### src/rtl/reg_handshake_responder.sv
// Register-access responder: round-robin arbitration of three write and
// three read ports against a 16x32 register array, plus a directly loaded PC.
module reg_handshake_responder #(
  parameter int DATA_W  = 32,
  parameter int ADDR_W  = 4,
  parameter int SVC_LAT = 3
) (
  input  logic              clk,
  input  logic              reset,
  input  logic              write_enable_1,
  input  logic              write_enable_2,
  input  logic              write_enable_3,
  input  logic [ADDR_W-1:0] write_address_1,
  input  logic [ADDR_W-1:0] write_address_2,
  input  logic [ADDR_W-1:0] write_address_3,
  input  logic [DATA_W-1:0] write_data_1,
  input  logic [DATA_W-1:0] write_data_2,
  input  logic [DATA_W-1:0] write_data_3,
  input  logic              read_enable_1,
  input  logic              read_enable_2,
  input  logic              read_enable_3,
  input  logic [ADDR_W-1:0] in_address_1,
  input  logic [ADDR_W-1:0] in_address_2,
  input  logic [ADDR_W-1:0] in_address_3,
  output logic [DATA_W-1:0] out_data_1,
  output logic [DATA_W-1:0] out_data_2,
  output logic [DATA_W-1:0] out_data_3,
  output logic [2:0]        ack_wr,
  output logic [2:0]        ack_rd,
  output logic              busy,
  input  logic              pc_write,
  input  logic [DATA_W-1:0] pc_update,
  output logic [DATA_W-1:0] pc
);

  localparam int NREGS = 2**ADDR_W;
  localparam int NSLOT = 6;

  typedef enum logic [1:0] {
    S_IDLE,
    S_GRANT,
    S_SVC,
    S_ACK
  } state_t;

  state_t            r_state;
  logic [2:0]        r_slot;
  logic [2:0]        r_rr;
  logic [5:0]        r_served;
  logic [3:0]        r_cnt;
  logic [ADDR_W-1:0] r_addr;
  logic [DATA_W-1:0] r_wdata;
  logic [DATA_W-1:0] r_regs [NREGS];
  logic [DATA_W-1:0] r_out1;
  logic [DATA_W-1:0] r_out2;
  logic [DATA_W-1:0] r_out3;
  logic [DATA_W-1:0] r_pc;
  logic [2:0]        r_ack_wr;
  logic [2:0]        r_ack_rd;
  logic              r_busy;

  logic [5:0]        w_en;
  logic [5:0]        w_elig;
  logic [5:0]        w_set;
  logic              w_any;
  logic [2:0]        w_pick;
  logic              w_done;
  logic [ADDR_W-1:0] w_gaddr;
  logic [DATA_W-1:0] w_gdata;

  function automatic logic [2:0] f_wrap(input logic [3:0] v);
    logic [3:0] t;
    t = (v >= 4'd6) ? v - 4'd6 : v;
    return t[2:0];
  endfunction

  assign w_en = {read_enable_3, read_enable_2, read_enable_1,
                 write_enable_3, write_enable_2, write_enable_1};
  assign w_elig = w_en & ~r_served;
  assign w_done = (r_state == S_SVC) && (r_cnt == 4'd1);
  assign w_set  = w_done ? (6'd1 << r_slot) : 6'd0;

  // First eligible slot at or after the RR pointer; lowest offset wins
  always_comb begin
    w_any  = 1'b0;
    w_pick = 3'd0;
    for (int i = NSLOT - 1; i >= 0; i--) begin
      if (w_elig[f_wrap({1'b0, r_rr} + 4'(i))]) begin
        w_any  = 1'b1;
        w_pick = f_wrap({1'b0, r_rr} + 4'(i));
      end
    end
  end

  // Address/data of the granted slot, sampled only in GRANT
  always_comb begin
    w_gaddr = in_address_3;
    w_gdata = '0;
    unique case (r_slot)
      3'd0: begin w_gaddr = write_address_1; w_gdata = write_data_1; end
      3'd1: begin w_gaddr = write_address_2; w_gdata = write_data_2; end
      3'd2: begin w_gaddr = write_address_3; w_gdata = write_data_3; end
      3'd3: w_gaddr = in_address_1;
      3'd4: w_gaddr = in_address_2;
      default: w_gaddr = in_address_3;
    endcase
  end

  // Access FSM; ACK also arbitrates so back-to-back accesses need no idle gap
  always_ff @(posedge clk) begin
    if (reset) begin
      r_state  <= S_IDLE;
      r_slot   <= '0;
      r_rr     <= '0;
      r_served <= '0;
      r_cnt    <= '0;
      r_addr   <= '0;
      r_wdata  <= '0;
      r_out1   <= '0;
      r_out2   <= '0;
      r_out3   <= '0;
      r_ack_wr <= '0;
      r_ack_rd <= '0;
      r_busy   <= 1'b0;
      for (int i = 0; i < NREGS; i++) r_regs[i] <= '0;
    end else begin
      r_served <= (r_served & w_en) | w_set;
      r_ack_wr <= w_set[2:0];
      r_ack_rd <= w_set[5:3];
      unique case (r_state)
        S_IDLE, S_ACK: begin
          r_busy <= w_any;
          if (w_any) begin
            r_slot  <= w_pick;
            r_state <= S_GRANT;
          end else begin
            r_state <= S_IDLE;
          end
        end
        S_GRANT: begin
          r_addr  <= w_gaddr;
          r_wdata <= w_gdata;
          r_cnt   <= 4'(SVC_LAT);
          r_state <= S_SVC;
        end
        S_SVC: begin
          if (w_done) begin
            r_state <= S_ACK;
            r_rr    <= f_wrap({1'b0, r_slot} + 4'd1);
            if (r_slot < 3'd3) r_regs[r_addr] <= r_wdata;
            if (w_set[3]) r_out1 <= r_regs[r_addr];
            if (w_set[4]) r_out2 <= r_regs[r_addr];
            if (w_set[5]) r_out3 <= r_regs[r_addr];
          end else begin
            r_cnt <= r_cnt - 4'd1;
          end
        end
        default: r_state <= S_IDLE;
      endcase
    end
  end

  // PC load bypasses arbitration entirely
  always_ff @(posedge clk) begin
    if (reset) r_pc <= '0;
    else if (pc_write) r_pc <= pc_update;
  end

  assign out_data_1 = r_out1;
  assign out_data_2 = r_out2;
  assign out_data_3 = r_out3;
  assign ack_wr     = r_ack_wr;
  assign ack_rd     = r_ack_rd;
  assign busy       = r_busy;
  assign pc         = r_pc;

endmodule

### config.mk
export PLATFORM = sky130hd
export DESIGN_NAME = reg_handshake_responder
export DESIGN_NICKNAME = d
export VERILOG_FILES = /design/src/rtl/reg_handshake_responder.sv
export SDC_FILE = /design/constraint.sdc
export NUM_CORES = 1
export LEC_CHECK = 0
export BUFFER_PORTS_ARGS = -buffer_cell sky130_fd_sc_hd__clkbuf_2
export CORE_MARGIN = 4
export CORE_UTILIZATION = 50
export DETAILED_ROUTE_END_ITERATION = 7
export PLACE_DENSITY = 0.8
export SLEW_MARGIN = 20
export SYNTH_ARGS = -nofsm -noshare
export SYNTH_HDL_FRONTEND = slang
export SYNTH_SLANG_ARGS = --single-unit
### constraint.sdc
create_clock -name clk -period 2.9 [get_ports clk]
set_clock_uncertainty 0.1 [all_clocks]
set_input_delay 0.87 -clock clk [delete_from_list [all_inputs] [get_ports clk]]
set_output_delay 0.87 -clock clk [all_outputs]
set_load 0.005 [all_outputs]
==> run_results.csv, run 1 <==
group,metric,value,unit
sta,rsz0062_at_grt,"true",
floorplanning,die_area,66600,sq um
floorplanning,io_pins,296,
finish,drive_gt1_share,28.4,%
min_path,hold_class,"register to register",
critical_path,reg2reg_from,"r_rr[1]",
sta,worstMarginPinSlew,0.881,ns
critical_path,reg2reg_depth,10,
power_and_ir_drop,ir_worst_vdd,426,uV
finish,nNetsFinal,2866,
yosys,synth.net_count,2547,
yosys,ys_types,76,
finish,multi_input_area,11400,sq um
status,status,"finished clean",
run,cap_violations,0,
place,portBuffers,295,
route,drt-total-wl,89.5,mm
critical_path,cp-start-kind,"register",
cts,clk_pin_slew,0.06,ns
finish,final_util,60.2,%
route,vias,21000,
yosys,ys_seq_elements,705,
critical_path,path_delay_family,"compound AO/OA/AOI/OAI gates",
critical_path,cp.arrival,3.28,ns
critical_path,critPathMaxFanout,4,
floorplanning,rows,91,
route,drtAntennaViolNets,0,
power_and_ir_drop,p_per_area,781,nW/um^2
sta,fin_crit,2.86,ns
global_routing,grt_pass1_wl,133,mm
critical_path,cp_slowest_cell,"o41a_1",
finish,area.sequential,19300,sq um
yosys,synthArstFlopShare,0,%
place,dp_slack,-0.247,ns
place,hpwlAfterDp,60.3,mm
critical_path,rrSetupSlack,0.04,ns
route,drc,0,
sta,finalHoldViolations,0,
critical_path,critPathLaunch,"r_rr[1]",
sta,holdWs,0.354,ns
cts,root_buffer,"clkbuf_16",
critical_path,r2r_end,"r_slot[0]",
sta,slew_headroom,41.3,%
critical_path,worst-path-buf-inv,2,
floorplanning,core_area,61800,sq um
sta,setup_viol,0,
cts,cts_buffers,71,
global_routing,grt_usage,26.5,%
finish,area_growth,19.0,%
place,placedCellCount,3443,
floorplanning,chipHeight,258,um
global_routing,grt_overflow,0,
yosys,syn_inst,2368,
critical_path,required,3.33,ns
critical_path,crit_cells,10,
finish,n_fill_cell,4556,
finish,fin_cells,3586,
yosys,avgSynthCellArea,13.2,sq um
route,vias_per_cell,5.86,
yosys,synth_edf_count,512,
cts,cts_tree,"done",
route,wl_per_cell,25.0,um
cts,clock_latency,0.62,ns
floorplanning,start_util,50.6,%
min_path,min_from,"out_data_2[19]",
global_routing,antenna_found_initial,6,
critical_path,crit_type,"register to register",
sta,fin_ws,0.0430,ns
critical_path,cp-endpoint,"r_slot[0]",
cts,cts_max_level,3,
power_and_ir_drop,p_leak,0.0140,uW
yosys,syn_area,31300,sq um
sta,period_share,98.5,%
cts,clockBufferDepth,3,
route,drt_pass1_iterations,5,
yosys,ys_warn_count,0,
place,gp_congestion,0.944,
cts,cts_hold_buf,0,
critical_path,max_stage_delay,0.46,ns
floorplanning,dieWidth,258,um
critical_path,worstPathCellList,"inv_6 -> buf_6 -> ha_2 -> a21o_1 -> mux4_2 -> a211oi_4 -> nand4_1 -> o41a_1 -> or3_4 -> o41ai_2",
sta,max_freq,0.350,GHz
cts,cts_sinks,705,
yosys,synth_flop_cell,"edfxtp_1",
yosys,ys_seq_area_share,61.5,%
sta,final-max-slew-violation-count,0,
global_routing,first_global_vias,21300,
power_and_ir_drop,power,29000,uW
route,drtIter0Drc,2409,
global_routing,grt_max_degree,203,
critical_path,worstSetupEndpointType,"register",
[through the flow]
step	area, sq um	TNS (ns)
5_1_grt	37200	-0.120
2_1_floorplan	31300	0
3_5_place_dp	34600	-4.16
3_3_place_gp	34600	-0.727
6_report	37200	0
4_1_cts	37000	0
[layout make-up]
type / instances / share of cell area, %
sequential: 705 / 51.8
antenna: 3 / 0.0202
timing repair buffer: 440 / 8.25
clock buffer: 105 / 5.55
tap: 837 / 2.81
multi-input combinational: 1456 / 30.6
inverter: 13 / 0.145
clock inverter: 27 / 0.911
[cells by family after synthesis]
kind of cell	count (synthesis)	share of synthesized area (%)
and+or+nand+nor	948	16.4
DFF	705	61.5
AOI/OAI and AO/OA	282	5.60
buffers and inverters	207	2.64
muxes	200	12.9
adders and majority gates	18	0.720
xor gates and xnor gates	8	0.272
[metal layers]
metal | routed length (um) | GRT usage [%]
met1 | 32700 | 33.8
met2 | 43500 | 43.7
met3 | 9880 | 6.68
met4 | 3360 | 10.9
met5 | 0 | 0
[registers in the layout, summed over array words and instances (netlist names), named ones only]
register	cells
r_regs	512
out_data_1	32
out_data_2	32
out_data_3	32
pc	32
r_wdata	32
r_served	6
r_addr	4
r_cnt	4
ack_rd	3
ack_wr	3
r_rr	3
r_slot	3
r_state	2
busy	1
[where the power goes]
group / internal [uW] / switching (uW) / total, uW
registers: 11300 / 916 / 12200
logic: 3210 / 4160 / 7370
clock network: 5540 / 3910 / 9450
[tightest hold or removal path, delay by kind of cell (launching register included)]
| kind | cells | cell delay, ns |
|---|---|---|
| AO/OA/AOI/OAI | 1 | 0.05 |
| AND/OR/NAND/NOR | 1 | 0.05 |
| flip-flops | 1 | 0.31 |
[what timing repair did]
item	4_1_cts	5_1_grt
cloned	0	1
setup buffers	0	7
endpoints found under the setup margin	65	776
gates resized for setup	3	31
endpoints found under the hold margin	0	0
pin swaps	2	11
[cells in the final DEF (no fill, tap or decap), drive strengths merged, types with 4 or more instances in the layout]
master,instances
a21oi,175
nand2b,12
buf,145
edfxtp,512
or2,17
dfxtp,193
o21ai,9
nand2,249
nand3b,6
clkinv,13
mux2i,37
xnor2,5
nand3,8
ha,18
a211oi,17
nor2b,9
mux4,161
nor2,100
and2,517
nor3,8
inv,19
a222oi,4
clkbuf,400
a22oi,37
bufinv,6
o211ai,4
o22ai,5
[synthesized netlist by cell type, types with 3 or more instances]
library cell / instances / share of area [%]
and2_1: 517 / 10
a22oi_1: 37 / 0.89
inv_1: 13 / 0.16
xor2_1: 3 / 0.084
nor3_2: 3 / 0.096
nand3b_1: 6 / 0.14
buf_1: 12 / 0.14
nand4_1: 3 / 0.060
nor2b_1: 9 / 0.18
a211oi_1: 15 / 0.36
or3b_1: 3 / 0.084
o21bai_1: 3 / 0.072
clkbuf_1: 158 / 1.9
mux2i_1: 37 / 1.2
o211ai_1: 4 / 0.096
buf_2: 17 / 0.27
xnor2_1: 3 / 0.084
nand2_1: 248 / 3.0
dfxtp_1: 193 / 12
nor3b_1: 3 / 0.072
edfxtp_1: 512 / 49
o21ai_0: 7 / 0.11
nand2b_1: 11 / 0.22
a222oi_1: 4 / 0.13
a211o_1: 3 / 0.084
ha_1: 18 / 0.72
a21o_1: 3 / 0.072
o22ai_1: 5 / 0.10
nor2_2: 6 / 0.12
nor2_1: 94 / 1.1
or2_2: 16 / 0.32
mux4_2: 161 / 12
a21oi_1: 175 / 2.8
nand3_1: 8 / 0.13
nor3_1: 4 / 0.064
clkbuf_2: 3 / 0.048
[worst min path at each step]
| stage | end | slack (ns) | depth (start not counted) |
|---|---|---|---|
| finish | out_data_2[19] | 0.35 | 2 |
| global route | out_data_1[28] | 0.38 | 2 |
| CTS | out_data_2[19] | 0.36 | 2 |
| detailed placement | out_data_1[21] | 0.35 | 2 |
| global placement | out_data_1[3] | 0.34 | 2 |
| floorplan | r_served[5] | 0.35 | 2 |
(Power assumes the default switching activity.)
==> run 2, diff against run 1 <==
- ABC_AREA: not set -> 1
- CTS_CLUSTER_SIZE: not set -> 30
==> run_results.csv, run 2 <==
group,metric,value,unit
cts,cts_tree,"done",
sta,max_freq,0.394,GHz
critical_path,cp_common_cell,"nor2_4",
critical_path,required,3.12,ns
sta,rsz0062_at_grt,"false",
finish,n_fill_cell,5091,
global_routing,antenna_found_initial,0,
yosys,synthTopCellsByArea,"edfxtp_1, dfxtp_1, nor2_1, inv_1, a21oi_1",
sta,worstMarginPinSlew,0.737,ns
critical_path,max_stage_delay,0.37,ns
yosys,ys_types,41,
finish,area.sequential,19200,sq um
critical_path,worstPathCellList,"inv_1 -> ha_1 -> nand3_2 -> nor2_4 -> inv_2 -> nor2_4 -> nand3_4 -> nor3_4 -> nand2_4 -> nand2_2 -> buf_12",
cts,clockBufferDepth,3,
critical_path,critPathMaxFanout,14,
critical_path,worstSetupEndpointType,"register",
yosys,ys_seq_elements,705,
finish,final_common_cell,"nor2_1",
sta,final-max-slew-violation-count,0,
yosys,synth_top_area_share,48.2,%
yosys,synth.net_count,3479,
global_routing,grt_overflow,0,
yosys,synthArstFlopShare,0,%
route,drtIter0Drc,3208,
cts,cts_resized,0,
power_and_ir_drop,p_per_area,822,nW/um^2
run,cap_violations,0,
sta,fin_crit,2.54,ns
finish,mostFrequentLayoutCells,"nor2_1, edfxtp_1, inv_1, clkbuf_2, nand2_1",
finish,top_register,"r_regs",
sta,finalHoldViolations,0,
critical_path,cp-start-kind,"register",
route,drtAntennaViolNets,0,
global_routing,first_global_vias,24100,
finish,multi_input_area,10100,sq um
yosys,ys_warn_count,0,
yosys,synth_most_common_cell,"nor2_1",
route,drt-total-wl,89.2,mm
sta,period_share,87.5,%
yosys,syn_area,31900,sq um
cts,cts_max_level,3,
sta,setup_viol,0,
cts,cts_sinks,705,
floorplanning,die_area,67900,sq um
cts,clk_pin_slew,0.06,ns
power_and_ir_drop,ir_worst_vdd,486,uV
yosys,ys_seq_area_share,60.3,%
yosys,avgSynthCellArea,9.67,sq um
route,wl_per_cell,20.1,um
sta,fin_setup_tns,0,ns
sta,slew_headroom,50.8,%
place,portBuffers,295,
yosys,yosys-top-cells-count,"nor2_1, edfxtp_1, inv_1",
finish,drive_gt1_share,17.7,%
floorplanning,chipHeight,261,um
min_path,hold_class,"register to register",
finish,area_growth,15.5,%
place,gp_congestion,0.897,
yosys,syn_inst,3300,
route,drt_pass1_iterations,7,
finish,nNetsFinal,3708,
status,status,"finished clean",
floorplanning,dieWidth,261,um
route,vias_per_cell,5.61,
critical_path,cp_slowest_cell,"nor3_4",
floorplanning,io_pins,296,
floorplanning,start_util,50.6,%
global_routing,grt_pass1_wl,136,mm
critical_path,crit_type,"register to register",
route,vias,24900,
place,hpwlAfterDp,57.5,mm
global_routing,grt_usage,25.8,%
floorplanning,rows,92,
yosys,synth_flop_cell,"edfxtp_1",
cts,cts_buffers,70,
power_and_ir_drop,p_leak,0.0143,uW
yosys,synth_edf_count,512,
global_routing,grt_max_degree,135,
cts,clock_latency,0.61,ns
critical_path,cp.arrival,2.76,ns
cts,postCtsSetupBuffers,0,
yosys,synth_area_leader_cell,"edfxtp_1",
floorplanning,core_area,63100,sq um
finish,num_antenna_cells,0,
cts,root_buffer,"clkbuf_16",
finish,largest_reg_flops,512,
cts,cts_hold_buf,0,
route,drc,0,
sta,holdWs,0.364,ns
-- run 2: area by class of cell --
cell class | instances | share of cell area (%)
flip-flops and latches | 705 | 52.2
multi-input cells | 1939 | 27.4
repair buffers | 397 | 6.94
clock buffers | 92 | 5.30
inverters | 416 | 4.24
well taps | 846 | 2.87
clock inverters | 35 | 1.00
-- run 2: kinds of logic (layout without fill, tap and decap cells) --
group / Yosys count / after routing / synth area share [%]
AO/OA/AOI/OAI: 736 / 736 / 12.8
XOR/XNOR: 2 / 2 / 0.0549
adder cells (fa/ha/maj): 18 / 18 / 0.706
buffers and inverters: 656 / 940 / 8.32
flip-flops: 705 / 705 / 60.3
multiplexers: 128 / 128 / 4.02
AND/OR/NAND/NOR: 1055 / 1055 / 13.8
-- run 2: report_power, final --
| group | internal (uW) | leakage, uW | total, uW | switching, uW |
|---|---|---|---|---|
| sequential | 11300 | 0.00686 | 11800 | 518 |
| clock | 5310 | 0.00113 | 9170 | 3850 |
| combinational | 2800 | 0.00632 | 9280 | 6480 |
-- run 2: stage by stage --
step | std cells | instance area (sq um) | power (uW) | utilization, % | worst slack [ns]
floorplan | 3300 | 31900 | 17700 | - | 0.00888
global placement | 4303 | 34500 | 20900 | 54.7 | 0.283
detailed placement | 4303 | 34500 | 21100 | 54.7 | 0.254
CTS | 4430 | 36900 | 30200 | 58.4 | 0.357
global route | 4430 | 36900 | 31500 | 58.4 | 0.172
finish | 4430 | 36900 | 30300 | 58.4 | 0.362
-- run 2: final timing paths --
path | startpoint | endpoint | slack, ns | cells after the start
setup / recovery | r_cnt[1] | r_regs[0][22] | 0.36 | 11
hold / removal | r_wdata[13] | r_wdata[13] | 0.36 | 2
setup reg to reg | r_cnt[1] | r_regs[0][22] | 0.36 | 11
hold reg to reg | r_wdata[13] | r_wdata[13] | 0.36 | 2
-- run 2: per-layer routing --
metal / track usage (%) / vias to the layer above / share of wire [%]
met5: 0 / - / 0
met4: 14.3 / 0 / 6.2
met3: 4.36 / 283 / 8.9
met2: 42.8 / 1369 / 48
met1: 32.4 / 11700 / 37
li1: - / 11500 / -
-- run 2: worst max-delay path: cells and delay by family, from the launching register on --
family / cells / cell delay (ns)
adders and majority gates: 1 / 0.15
buffers and inverters: 3 / 0.38
DFF: 1 / 0.32
and+or+nand+nor: 7 / 1.29
==> run 3, diff against run 2 <==
- CORE_MARGIN: 4 -> not set
==> run_results.csv, run 3 (synthesized netlist as in run 2, its figures left out) <==
group,metric,value,unit
critical_path,cp-start-kind,"register",
global_routing,first_global_vias,24400,
min_path,hold_path_depth,3,
cts,cts_resized,0,
power_and_ir_drop,p_leak,0.0142,uW
critical_path,cp-endpoint,"r_regs[0][31]",
route,vias_per_cell,5.61,
global_routing,antenna_found_initial,0,
sta,rsz0062_at_grt,"false",
finish,drive_gt1_share,17.3,%
cts,cts_sinks,705,
floorplanning,io_pins,296,
power_and_ir_drop,intPower,19200,uW
global_routing,grt_overflow,0,
critical_path,required,3.09,ns
cts,cts_buffers,75,
global_routing,grt_max_degree,141,
power_and_ir_drop,clkPwrFrac,30.0,%
critical_path,critPathLaunch,"r_cnt[1]",
cts,cts_hold_buf,0,
cts,cts_max_level,3,
power_and_ir_drop,power,30400,uW
finish,largest_reg_flops,512,
min_path,hold_class,"input port to register",
status,violations,"DRC",
global_routing,grt_usage,28.0,%
cts,postCtsSetupBuffers,0,
route,wl_per_cell,20.3,um
power_and_ir_drop,p_sw_share,36.8,%
floorplanning,dieWidth,255,um
route,drt-total-wl,90.1,mm
finish,fin_cells,4427,
critical_path,r2r_end,"r_regs[0][31]",
route,vias,24800,
cts,cts_tree,"done",
power_and_ir_drop,ir_worst_vdd,476,uV
place,hpwlAfterDp,58.4,mm
critical_path,critPathMaxFanout,16,
route,drt_pass1_iterations,8,
place,gp_congestion,0.923,
sta,finalHoldViolations,0,
critical_path,rrSetupSlack,0.31,ns
sta,max_freq,0.386,GHz
cts,clockBufferDepth,3,
cts,root_buffer,"clkbuf_16",
finish,final_common_cell,"nor2_1",
power_and_ir_drop,seqPwrFrac,38.8,%
critical_path,max_stage_delay,0.38,ns
critical_path,crit_type,"register to register",
place,placedCellCount,4289,
power_and_ir_drop,p_sw,11200,uW
floorplanning,start_util,50.6,%
sta,fin_crit,2.59,ns
critical_path,cp_common_cell,"nor2_4",
power_and_ir_drop,p_per_area,827,nW/um^2
critical_path,reg2reg_from,"r_cnt[1]",
sta,worstMarginPinSlew,1.08,ns
status,status,"finished with violations",
cts,clk_pin_slew,0.06,ns
critical_path,reg2reg_depth,11,
route,drc,1,
critical_path,worstPathCellList,"inv_1 -> ha_1 -> nand3_2 -> nor2_4 -> inv_2 -> nor2_4 -> nand3_4 -> nor3_4 -> nand2_4 -> nand2_2 -> buf_4",
finish,area_growth,15.0,%
cts,clock_latency,0.62,ns
route,drtAntennaViolNets,0,
place,portBuffers,295,
sta,setup_viol,0,
sta,period_share,89.4,%
finish,top_register,"r_regs",
sta,final-max-slew-violation-count,0,
run,cap_violations,0,
finish,nNetsFinal,3699,
sta,slew_headroom,27.8,%
global_routing,grt_pass1_wl,138,mm
critical_path,cp_slowest_cell,"nor3_4",
finish,num_antenna_cells,0,
floorplanning,die_area,64800,sq um
finish,mostFrequentLayoutCells,"nor2_1, edfxtp_1, inv_1, clkbuf_2, nand2_1",
sta,fin_setup_tns,0,ns
critical_path,cp.arrival,2.78,ns
critical_path,worst-path-buf-inv,3,
critical_path,crit_cells,11,
floorplanning,chipHeight,255,um
power_and_ir_drop,combPwrFrac,31.2,%
floorplanning,core_area,63100,sq um
critical_path,worstSetupEndpointType,"register",
route,drtIter0Drc,2701,
critical_path,path_delay_family,"simple AND/OR/NAND/NOR gates",
floorplanning,rows,92,
[run 3: cell types whose count changed in the layout (fill, tap and decap cells not counted), sizes merged]
cell	delta
inv	+3
clkbuf	+5
clkinv	+7
buf	-14
bufinv	-3
clkinvlp	-1
[run 3: power groups by stage]
| stage | Clock (uW) | Sequential [uW] | Combinational (uW) |
|---|---|---|---|
| after global placement | 0 | 12000 | 9090 |
| after detailed placement | 0 | 12000 | 9220 |
| after floorplan | 0 | 11700 | 5990 |
| after CTS | 9160 | 11800 | 9310 |
| final | 9100 | 11800 | 9470 |
| after global routing | 9550 | 11800 | 10100 |
[run 3: worst register-to-register path: cells and delay by family (launching register included)]
kind	cells	cell delay, ns
adder cells (fa/ha/maj)	1	0.16
buffers and inverters	3	0.47
flip-flops	1	0.32
AND/OR/NAND/NOR	7	1.20
[run 3: area by class of cell]
| cell class | instances | area [sq um] |
|---|---|---|
| fillers | 5218 | 26400 |
| flip-flops and latches | 705 | 19200 |
| multi-input cells | 1939 | 10100 |
| repair buffers | 383 | 2410 |
| clock buffers | 97 | 1960 |
| inverters | 416 | 1560 |
| well taps | 846 | 1060 |
| clock inverters | 41 | 344 |
[run 3: worst min path at each step]
stage | start | end | slack, ns
2_1_floorplan | r_served[3] | r_served[3] | 0.34
3_3_place_gp | r_served[3] | r_served[3] | 0.35
3_5_place_dp | r_wdata[10] | r_wdata[10] | 0.36
4_1_cts | pc_update[2] | pc[2] | 0.34
5_1_grt | pc_update[8] | pc[8] | 0.36
6_report | pc_update[6] | pc[6] | 0.36
[run 3: metrics by stage]
stage	instance area, sq um	worst slack [ns]	hold WS, ns	utilization (%)
2_1_floorplan	31900	0.00888	0.343	-
3_5_place_dp	34400	0.320	0.355	54.5
3_3_place_gp	34400	0.376	0.352	54.5
4_1_cts	36700	0.306	0.339	58.2
5_1_grt	36700	0.130	0.357	58.2
6_report	36700	0.308	0.361	58.2
[run 3: metal layers]
layer,track usage (%),wire (um),up-vias
met5,0,0,-
met4,17.5,5940,0
met3,5.33,8420,277
met2,46.1,42700,1414
met1,34.1,33000,11700
li1,-,-,11500
